--- src/rtl/reg_write_sequencer_pkg.sv ---
// rtl/reg_write_sequencer_pkg.sv - shared types and defaults for the register write sequencer
package reg_write_sequencer_pkg;

    localparam int DATA_W_DEF = 16;
    localparam int DEPTH_DEF  = 8;

    typedef enum logic [2:0] {
        S_IDLE,
        S_SAMPLE,
        S_DRIVE,
        S_CHECK,
        S_DONE,
        S_ERROR
    } state_t;

    typedef struct packed {
        logic [DATA_W_DEF-1:0] data;
        logic                  choice;
    } cmd_t;

endpackage

--- src/rtl/reg_write_sequencer_cmd_fifo.sv ---
// rtl/reg_write_sequencer_cmd_fifo.sv - circular command buffer with push/pop/count/flush
module reg_write_sequencer_cmd_fifo #(
    parameter int W      = 17,
    parameter int DEPTH  = 8,
    parameter int ADDR_W = 3
) (
    input  logic              i_clk,
    input  logic              i_reset,
    input  logic              i_push,
    input  logic [W-1:0]      i_push_data,
    input  logic              i_pop,
    input  logic              i_flush,
    output logic [W-1:0]      o_head,
    output logic [ADDR_W:0]   o_count
);

    logic [W-1:0]      r_mem [DEPTH];
    logic [ADDR_W-1:0] r_wptr;
    logic [ADDR_W-1:0] r_rptr;
    logic [ADDR_W:0]   r_count;
    logic              w_push_ok;
    logic              w_pop_ok;

    assign w_push_ok = i_push && (r_count != (ADDR_W+1)'(DEPTH));
    assign w_pop_ok  = i_pop && (r_count != '0);
    assign o_head    = r_mem[r_rptr];
    assign o_count   = r_count;

    always_ff @(posedge i_clk) begin
        if (w_push_ok && !i_flush) begin
            r_mem[r_wptr] <= i_push_data;
        end
    end

    always_ff @(posedge i_clk) begin
        if (i_reset) begin
            r_wptr  <= '0;
            r_rptr  <= '0;
            r_count <= '0;
        end else if (i_flush) begin
            // Flush discards everything queued: read side jumps to write side.
            r_rptr  <= r_wptr;
            r_count <= '0;
        end else begin
            if (w_push_ok) begin
                r_wptr <= r_wptr + ADDR_W'(1);
            end
            if (w_pop_ok) begin
                r_rptr <= r_rptr + ADDR_W'(1);
            end
            case ({w_push_ok, w_pop_ok})
                2'b10:   r_count <= r_count + (ADDR_W+1)'(1);
                2'b01:   r_count <= r_count - (ADDR_W+1)'(1);
                default: r_count <= r_count;
            endcase
        end
    end

endmodule

--- src/rtl/reg_write_sequencer.sv ---
// rtl/reg_write_sequencer.sv - replays buffered (data, choice) writes into a load/hold register and checks read-back
module reg_write_sequencer
    import reg_write_sequencer_pkg::*;
#(
    parameter int DATA_W   = DATA_W_DEF,
    parameter int DEPTH    = DEPTH_DEF,
    parameter int ADDR_W   = 3,
    parameter int READ_LAT = 1
) (
    input  logic              i_clk,
    input  logic              i_reset,
    input  logic              i_cmd_valid,
    output logic              o_cmd_ready,
    input  logic [DATA_W-1:0] i_cmd_data,
    input  logic              i_cmd_choice,
    input  logic              i_start,
    output logic [DATA_W-1:0] o_write_port_1,
    output logic              o_choice,
    input  logic [DATA_W-1:0] i_read_port_1,
    output logic              o_busy,
    output logic              o_done,
    output logic              o_error,
    output logic [ADDR_W-1:0] o_err_index,
    output logic [DATA_W-1:0] o_err_expected,
    output logic [DATA_W-1:0] o_err_actual,
    output logic [ADDR_W:0]   o_pass_count
);

    state_t              r_state;
    logic [DATA_W-1:0]   r_shadow;
    logic [ADDR_W-1:0]   r_idx;
    logic [1:0]          r_lat;
    logic [ADDR_W:0]     r_pass;
    logic [ADDR_W-1:0]   r_err_index;
    logic [DATA_W-1:0]   r_err_expected;
    logic [DATA_W-1:0]   r_err_actual;
    logic [DATA_W-1:0]   r_write;
    logic                r_choice;

    logic [DATA_W:0]     w_head;
    logic [DATA_W-1:0]   w_head_data;
    logic                w_head_choice;
    logic [ADDR_W:0]     w_count;
    logic                w_empty;
    logic                w_push;
    logic                w_pop;
    logic                w_cmp_now;
    logic                w_flush;

    assign w_head_data   = w_head[DATA_W-1:0];
    assign w_head_choice = w_head[DATA_W];
    assign w_empty       = (w_count == '0);
    assign o_cmd_ready   = (r_state == S_IDLE) && (w_count != (ADDR_W+1)'(DEPTH));
    assign w_push        = i_cmd_valid && o_cmd_ready;
    assign w_pop         = (r_state == S_DRIVE);
    assign w_cmp_now     = (r_state == S_CHECK) && (r_lat == 2'(READ_LAT));
    assign w_flush       = w_cmp_now && (i_read_port_1 != r_shadow);

    reg_write_sequencer_cmd_fifo #(
        .W      (DATA_W + 1),
        .DEPTH  (DEPTH),
        .ADDR_W (ADDR_W)
    ) u_cmd_fifo (
        .i_clk       (i_clk),
        .i_reset     (i_reset),
        .i_push      (w_push),
        .i_push_data ({i_cmd_choice, i_cmd_data}),
        .i_pop       (w_pop),
        .i_flush     (w_flush),
        .o_head      (w_head),
        .o_count     (w_count)
    );

    // Driven outputs are loaded on entry to DRIVE so they are valid for that whole cycle.
    always_ff @(posedge i_clk) begin
        if (i_reset) begin
            r_state        <= S_IDLE;
            r_shadow       <= '0;
            r_idx          <= '0;
            r_lat          <= '0;
            r_pass         <= '0;
            r_err_index    <= '0;
            r_err_expected <= '0;
            r_err_actual   <= '0;
            r_write        <= '0;
            r_choice       <= 1'b0;
        end else begin
            case (r_state)
                S_IDLE: begin
                    if (i_start) begin
                        r_state <= S_SAMPLE;
                    end
                end
                S_SAMPLE: begin
                    r_shadow <= i_read_port_1;
                    r_pass   <= '0;
                    r_idx    <= '0;
                    if (w_empty) begin
                        r_state <= S_DONE;
                    end else begin
                        r_state  <= S_DRIVE;
                        r_write  <= w_head_data;
                        r_choice <= w_head_choice;
                    end
                end
                S_DRIVE: begin
                    if (w_head_choice) begin
                        r_shadow <= w_head_data;
                    end
                    r_lat    <= 2'd1;
                    r_choice <= 1'b0;
                    r_state  <= S_CHECK;
                end
                S_CHECK: begin
                    if (!w_cmp_now) begin
                        r_lat <= r_lat + 2'd1;
                    end else if (!w_flush) begin
                        r_pass <= r_pass + (ADDR_W+1)'(1);
                        r_idx  <= r_idx + ADDR_W'(1);
                        if (w_empty) begin
                            r_state <= S_DONE;
                        end else begin
                            r_state  <= S_DRIVE;
                            r_write  <= w_head_data;
                            r_choice <= w_head_choice;
                        end
                    end else begin
                        r_err_index    <= r_idx;
                        r_err_expected <= r_shadow;
                        r_err_actual   <= i_read_port_1;
                        r_state        <= S_ERROR;
                    end
                end
                S_DONE, S_ERROR: begin
                    if (i_start) begin
                        r_state        <= S_IDLE;
                        r_err_index    <= '0;
                        r_err_expected <= '0;
                        r_err_actual   <= '0;
                    end
                end
                default: r_state <= S_IDLE;
            endcase
        end
    end

    assign o_write_port_1 = r_write;
    assign o_choice       = r_choice;
    assign o_busy         = (r_state == S_SAMPLE) || (r_state == S_DRIVE) || (r_state == S_CHECK);
    assign o_done         = (r_state == S_DONE);
    assign o_error        = (r_state == S_ERROR);
    assign o_err_index    = r_err_index;
    assign o_err_expected = r_err_expected;
    assign o_err_actual   = r_err_actual;
    assign o_pass_count   = r_pass;

endmodule

--- config.mk ---
export PLATFORM = sky130hd
export DESIGN_NAME = reg_write_sequencer
export DESIGN_NICKNAME = d
export VERILOG_FILES = /design/src/rtl/reg_write_sequencer_pkg.sv /design/src/rtl/reg_write_sequencer_cmd_fifo.sv /design/src/rtl/reg_write_sequencer.sv
export SDC_FILE = /design/constraint.sdc
export NUM_CORES = 1
export LEC_CHECK = 0
export CAP_MARGIN = 0
export CORE_MARGIN = 2
export CORE_UTILIZATION = 45
export DETAILED_ROUTE_END_ITERATION = 8
export GPL_TIMING_DRIVEN = 0
export PLACE_DENSITY = 0.7
export SLEW_MARGIN = 20
export SYNTH_ARGS = -nofsm -noshare
export SYNTH_HDL_FRONTEND = slang
export SYNTH_HIERARCHICAL = 1
export SYNTH_SLANG_ARGS = --single-unit
--- constraint.sdc ---
create_clock -name i_clk -period 5.6 [get_ports i_clk]
set_input_delay 1.12 -clock i_clk [delete_from_list [all_inputs] [get_ports i_clk]]
set_output_delay 1.12 -clock i_clk [all_outputs]
set_load 0.02 [all_outputs]
==> run_results.csv, run 1 <==
group,metric,value,unit
grt,grt_overflow,0,
setup_path,cp-end-kind,"flip-flop",
timing,finalCriticalPeriod,4.342,ns
route,vias,6199,
setup_path,rr_worst_depth,10,
timing,fmax,230.3,MHz
clock_network,cts_root_buf,"clkbuf_16",
clock_network,clk_pin_slew,0.06,ns
setup_path,rrSetupSlack,2.06,ns
setup_path,path_cells,"clkdlybuf4s50_1 > xor2_1 > nor4_4 > nand4_4 > clkbuf_1 > nand2_1 > inv_1 > clkbuf_1 > nand4b_1 > nor2_2 > buf_6",
logic_synthesis,ys_top_cells_by_area,"edfxtp_1 (42%), dfxtp_1 (19%), mux4_2 (7.9%)",
finish,design_area,11790,sq um
place,place.port_buffers,95,
setup_path,critPathMaxStageDelay,0.63,ns
logic_synthesis,syn-instance-count,700,
power_and_ir_drop,swShare,27.32,%
clock_network,h-tree-depth,1,
setup_path,crit_path_start_kind,"primary input",
place,placedCellCount,1080,
grt,antenna_found_initial,0,
clock_network,cts_buffer_depth,3,
setup_path,rr_endpoint,"u_cmd_fifo/r_mem[7][15]",
route,drt_first_pass_iters,5,
finish,final_cells,1119,
logic_synthesis,synth-async-reset-ratio,0,%
worst_hold_path,hold_start,"o_write_port_1[11]",
floorplan,die_h,150.5,microns
route,vias_per_cell,5.540,
route,drtIter0Drc,386,
timing,setup_violations,0,
setup_path,cpLargestDelayFamily,"simple AND/OR/NAND/NOR gates",
logic_synthesis,synth_top_flop_cell,"edfxtp_1",
floorplan,core,21020,sq um
timing,fin_crit_sh,77.54,%
logic_synthesis,synth_most_common_cell,"edfxtp_1",
logic_synthesis,synth_top_cell_by_area,"edfxtp_1",
place,hpwlAfterDp,16030,microns
setup_path,regToRegStartpoint,"r_shadow[1]",
setup_path,crit_type,"primary input to flip-flop",
finish,antenna_cells,0,
timing,tightest_slew,0.7246,ns
power_and_ir_drop,comb_power_share,19.6,%
route,wl_per_cell,19.72,microns
logic_synthesis,synth.avg_cell_area,13.80,sq um
logic_synthesis,ys_top_cells_by_count,"edfxtp_1 (136), dfxtp_1 (93), a21oi_1 (46)",
timing,tns,0,ns
route,ant_nets,0,
clock_network,cts_buffers,24,
logic_synthesis,synth_top_area_share,42.29,%
logic_synthesis,ys_ff_latch,229,
outcome,outcome,"completed",
setup_path,cp_max_fo,10,
grt,grt_max_degree,13,
floorplan,rows,53,
power_and_ir_drop,p_switching,1.167,mW
grt,first_global_vias,6098,
logic_synthesis,ys_warn_count,6,
clock_network,cts_tree,"built",
floorplan,initial_core_util,45.94,%
clock_network,postCtsResizedCells,0,
floorplan,ios,97,
power_and_ir_drop,p_clk_share,33.2,%
grt,grt_pass1_wl,34180,microns
floorplan,dieArea,22650,sq um
logic_synthesis,syn_nets,745,
setup_path,crit_buf_inv,5,
finish,drive_above_1_share,15.40,%
worst_hold_path,whs_path_depth,2,
route,drt_wl_total,22070,microns
logic_synthesis,synth-seq-area-share,61.56,%
power_and_ir_drop,power_frac_seq,47.2,%
timing,grt_setup_unrepaired,"no",
timing,relSlewSlack,51.69,%
clock_network,clock_latency,0.52,ns
clock_network,cts_setup_buffers,0,
power_and_ir_drop,ir_drop,242.1,uV
place,place.gp.congestion,0.8126,
setup_path,worst_path_most_repeated_cell,"clkbuf_1",
place,dpl_cell_area,11090,sq um
route,drc,0,
power_and_ir_drop,p_int,3.105,mW
finish,area_growth,22.10,%
setup_path,crit_required,5.82,ns
grt,track_usage,19.61,%
flow_run,maxCapViolations,0,
timing,finClkSkew,0.01378,ns
setup_path,worstPathArrival,4.56,ns
worst_hold_path,holdPathEnd,"o_write_port_1[11]",
finish,final_nets,876,
setup_path,worst_path_max_delay_cell,"nor2_2",
floorplan,die_w,150.5,microns
worst_hold_path,hp-class,"flip-flop to flip-flop",
power_and_ir_drop,pwr_density_cell,362.3,nW/um^2
timing,slew_violations,0,
logic_synthesis,synth_enable_flop_cells,136,
logic_synthesis,syn-cell-area,9658,sq um
clock_network,cts_sinks,229,
logic_synthesis,synthDistinctLibCells,55,
power_and_ir_drop,p_leak,3.840,nW
clock_network,cts.hold.buffers_added,0,
timing,finalHoldViolCount,0,
## metrics by stage
| stage | hold slack, ns | utilization, % | worst slack [ns] | total power, mW |
|---|---|---|---|---|
| after floorplan | 0.4469 | - | 1.290 | 2.595 |
| after detailed placement | 0.4696 | 52.78 | 0.7963 | 2.884 |
| final | 0.4732 | 56.10 | 1.258 | 4.272 |
| after CTS | 0.4796 | 56.07 | 1.294 | 4.304 |
| after global placement | 0.4641 | 52.10 | -0.6004 | 2.853 |
| after global routing | 0.5013 | 56.10 | 1.098 | 4.453 |
## cell usage in the layout, fill, tap and decap left out, types with 3 or more instances in the layout
cell	netlist	final
edfxtp_1	136	136
mux4_2	34	34
nand3_1	43	43
clkbuf_1	31	39
nand3b_1	3	3
xor2_1	20	20
clkdlybuf4s50_1	0	95
clkinv_2	0	3
ha_1	8	8
dfxtp_1	93	93
nor2_1	36	30
nand2b_1	39	39
nor2b_1	7	7
inv_1	3	3
nor3_1	8	5
a211oi_1	16	16
o21ai_1	5	5
mux2_2	17	17
o211ai_1	35	35
nor2_2	1	7
a21oi_1	46	46
clkbuf_16	0	24
nand2_1	14	14
buf_6	4	9
or3_1	6	6
buf_8	0	3
nor3_2	0	3
mux2i_1	40	40
buf_4	3	5
nor4_4	4	4
buf_2	11	11
## final cells by class
cell class / instances / area [sq um]
fillers: 1703 / 9229
repair buffers: 105 / 1067
plain buffers: 52 / 251.5
inverters: 4 / 15.01
clock inverters: 5 / 35.03
clock buffers: 34 / 658.1
multi-input cells: 415 / 3476
flip-flops and latches: 229 / 5946
well taps: 275 / 344.1
## how the worst max path moves through the flow
stage                            from                      end  slack [ns]  cells after the start
global placement     i_read_port_1[8]   u_cmd_fifo/r_mem[0][9]       -0.60                     10
CTS                  i_read_port_1[8]  u_cmd_fifo/r_mem[7][15]        1.29                     11
finish               i_read_port_1[7]  u_cmd_fifo/r_mem[7][15]        1.26                     11
global route         i_read_port_1[8]  u_cmd_fifo/r_mem[7][15]        1.10                     11
detailed placement   i_read_port_1[8]   u_cmd_fifo/r_mem[7][9]        0.80                     11
floorplan           i_read_port_1[15]   u_cmd_fifo/r_mem[0][0]        1.29                      9
## layer usage
| metal | global-route usage (%) | routed length [microns] | vias up | part of all wire, % |
|---|---|---|---|---|
| li1 | - | - | 2919 | - |
| met4 | 4.528 | 438 | 0 | 2.0 |
| met1 | 26.76 | 9702 | 3075 | 44 |
| met3 | 2.758 | 1012 | 32 | 4.6 |
| met2 | 33.39 | 10910 | 173 | 49 |
| met5 | 0 | 0 | - | 0 |
## kinds of logic after synthesis
group	count (synthesis)	synth area share [%]
fa+ha+maj	8	1.036
flops	229	61.56
mux	92	14.17
xor+xnor	22	1.995
compound gates	119	8.123
buf+inv	56	2.759
simple gates	174	10.35
## power by group through the flow
stage / combinational [mW] / clock (mW) / sequential (mW)
finish: 0.837 / 1.42 / 2.01
global route: 0.910 / 1.51 / 2.03
CTS: 0.839 / 1.45 / 2.02
detailed placement: 0.834 / 0 / 2.05
global placement: 0.803 / 0 / 2.05
floorplan: 0.553 / 0 / 2.04
## worst min-delay path, delay by kind of cell (launching register included)
family           cells  cell delay, ns
DFF                  1            0.31
and+or+nand+nor      1            0.06
muxes                1            0.05
## state kept, by name, summed over array words and instances (netlist names), 4 cells and up, named ones only
| register | count |
|---|---|
| o_err_actual | 16 |
| r_shadow | 16 |
| o_pass_count | 4 |
| o_write_port_1 | 16 |
| o_err_expected | 16 |
| u_cmd_fifo/r_mem | 136 |
| u_cmd_fifo/o_count | 4 |
Power figures use the tool's default switching activity.
==> inputs of run 2 (changes only) <==
==> constraint.sdc (replaced) <==
create_clock -name i_clk -period 4 [get_ports i_clk]
set_input_delay 0.8 -clock i_clk [delete_from_list [all_inputs] [get_ports i_clk]]
set_output_delay 0.8 -clock i_clk [all_outputs]
set_load 0.02 [all_outputs]
==> run 2 against run 1 <==
Worst hold slack improved by 0.0037 ns. Non-clock buffer count increased by 2. Routed wire length increased by 0.31%. First-iteration DRC count increased by 9.6%. Sequential power increased by 40%.
==> run_results.csv, run 2 (synthesis gave the netlist of run 1 again) <==
group,metric,value,unit
timing,relSlewSlack,34.58,%
setup_path,cp_max_fo,10,
floorplan,core,21020,sq um
power_and_ir_drop,p_leak,3.884,nW
timing,tns,0,ns
timing,finalHoldViolCount,0,
place,place.gp.congestion,0.8100,
power_and_ir_drop,pwr_density_cell,522.1,nW/um^2
finish,top_register,"u_cmd_fifo/r_mem",
route,wl_per_cell,19.73,microns
setup_path,crit_type,"primary input to flip-flop",
timing,tightest_slew,0.9739,ns
grt,grt_overflow,0,
grt,first_global_vias,6005,
timing,fmax,260.4,MHz
clock_network,cts_sinks,229,
floorplan,die_h,150.5,microns
floorplan,dieArea,22650,sq um
floorplan,ios,97,
clock_network,h-tree-depth,1,
clock_network,cts_root_buf,"clkbuf_16",
timing,grt_setup_unrepaired,"yes",
setup_path,rr_endpoint,"u_cmd_fifo/r_mem[0][10]",
route,ant_nets,0,
setup_path,regToRegStartpoint,"r_shadow[12]",
outcome,outcome,"completed",
finish,layout_commonest_cell,"edfxtp_1",
clock_network,clock_latency,0.52,ns
finish,layout_common_cells,"edfxtp_1 (136), clkdlybuf4s50_1 (95), dfxtp_1 (93)",
setup_path,worstPathArrival,4.07,ns
timing,finalCriticalPeriod,3.841,ns
clock_network,clk_pin_slew,0.06,ns
grt,grt_max_degree,16,
timing,fin_crit_sh,96.02,%
worst_hold_path,holdPathEnd,"o_write_port_1[12]",
finish,antenna_cells,0,
worst_hold_path,hp-class,"flip-flop to flip-flop",
place,hpwlAfterDp,15770,microns
timing,setup_violations,0,
worst_hold_path,whs_path_depth,2,
setup_path,crit_required,4.23,ns
setup_path,cp-startpoint,"i_read_port_1[1]",
setup_path,rr_worst_depth,10,
route,drt_wl_total,22130,microns
route,vias,6232,
route,vias_per_cell,5.554,
timing,holdWs,0.4769,ns
grt,antenna_found_initial,0,
finish,final_nets,877,
setup_path,rrSetupSlack,0.62,ns
worst_hold_path,hold_start,"o_write_port_1[12]",
timing,finClkSkew,0.007266,ns
finish,largest_reg_flops,136,
grt,track_usage,19.66,%
floorplan,initial_core_util,45.94,%
finish,area_growth,23.68,%
route,drt_first_pass_iters,5,
clock_network,cts_tree,"built",
setup_path,crit_path_start_kind,"primary input",
power_and_ir_drop,ir_drop,367.9,uV
floorplan,die_w,150.5,microns
clock_network,cts_buffer_depth,3,
floorplan,rows,53,
clock_network,cts_buffers,23,
route,drtIter0Drc,423,
flow_run,maxCapViolations,0,
setup_path,cp-end-kind,"flip-flop",
route,drc,0,
finish,drive_above_1_share,15.82,%
grt,grt_pass1_wl,34160,microns
timing,slew_violations,0,
place,place.port_buffers,95,
-- run 2: changes by cell type in the layout (fill, tap and decap cells not counted), sizes merged --
cell      change
buf           +2
bufinv        +4
clkbuf        -6
clkinv        -1
clkinvlp      +2
inv           +2
-- run 2: stage by stage --
stage	area, sq um	setup slack [ns]	power, mW	utilization (%)	instances
floorplan	9663	0.05954	3.634	-	700
global placement	10960	-1.963	3.997	52.13	1070
detailed placement	11100	-0.5213	4.036	52.81	1079
CTS	11890	0.007677	6.279	56.56	1119
global route	11950	-0.01539	6.492	56.82	1122
finish	11950	0.1592	6.237	56.82	1122
-- run 2: layout make-up --
cell class              instances  area, sq um
flip-flops and latches        229         5946
fillers                      1702         9076
clock inverters                12        180.2
inverters                       4        15.01
well taps                     275        344.1
repair buffers                107         1102
multi-input cells             415         3502
plain buffers                  52        251.5
clock buffers                  28        604.3
-- run 2: what timing repair did --
| action | in CTS | in global routing |
|---|---|---|
| setup endpoints to repair | 4 | 68 |
| setup buffers | 0 | 3 |
| resized for setup | 1 | 4 |
| cloned | 0 | 0 |
| hold buffers | 0 | 0 |
| pin swaps | 0 | 1 |
-- run 2: worst max path at each step --
stage	end	slack, ns	cells after the start
6_report	u_cmd_fifo/r_mem[0][10]	0.16	11
4_1_cts	u_cmd_fifo/r_mem[5][4]	0.008	11
3_3_place_gp	u_cmd_fifo/r_mem[1][9]	-1.96	10
2_1_floorplan	u_cmd_fifo/r_mem[1][0]	0.06	9
3_5_place_dp	u_cmd_fifo/r_mem[3][9]	-0.52	11
5_1_grt	u_cmd_fifo/r_mem[0][10]	-0.02	11
-- run 2: routing by layer --
layer  global-route usage (%)  vias to the layer above  part of all wire (%)  wire [microns]
li1                         -                     2933                     -               -
met1                    26.41                     3072                    43            9491
met2                    33.93                      199                    50           11010
met3                    2.909                       28                   5.5            1222
met4                    4.387                        0                   1.9             413
met5                        0                        -                     0               0
-- run 2: power breakdown --
part           total, mW  internal (mW)  switching [mW]  leakage [nW]
sequential          2.82           2.69           0.137          1.98
clock               2.23           1.34           0.890         0.375
combinational       1.18          0.524           0.658          1.53
total               6.24           4.55            1.68          3.88
-- run 2: critical path: stages --
cell and delay, ns:
clkdlybuf4s50_1 0.53, xor2_1 0.22, nor4_4 0.36, nand4_4 0.26, clkbuf_1 0.29, nand2_1 0.18, inv_1 0.08, nand3b_1 0.23
or2_2 0.41, nor3_4 0.46, buf_8 0.23
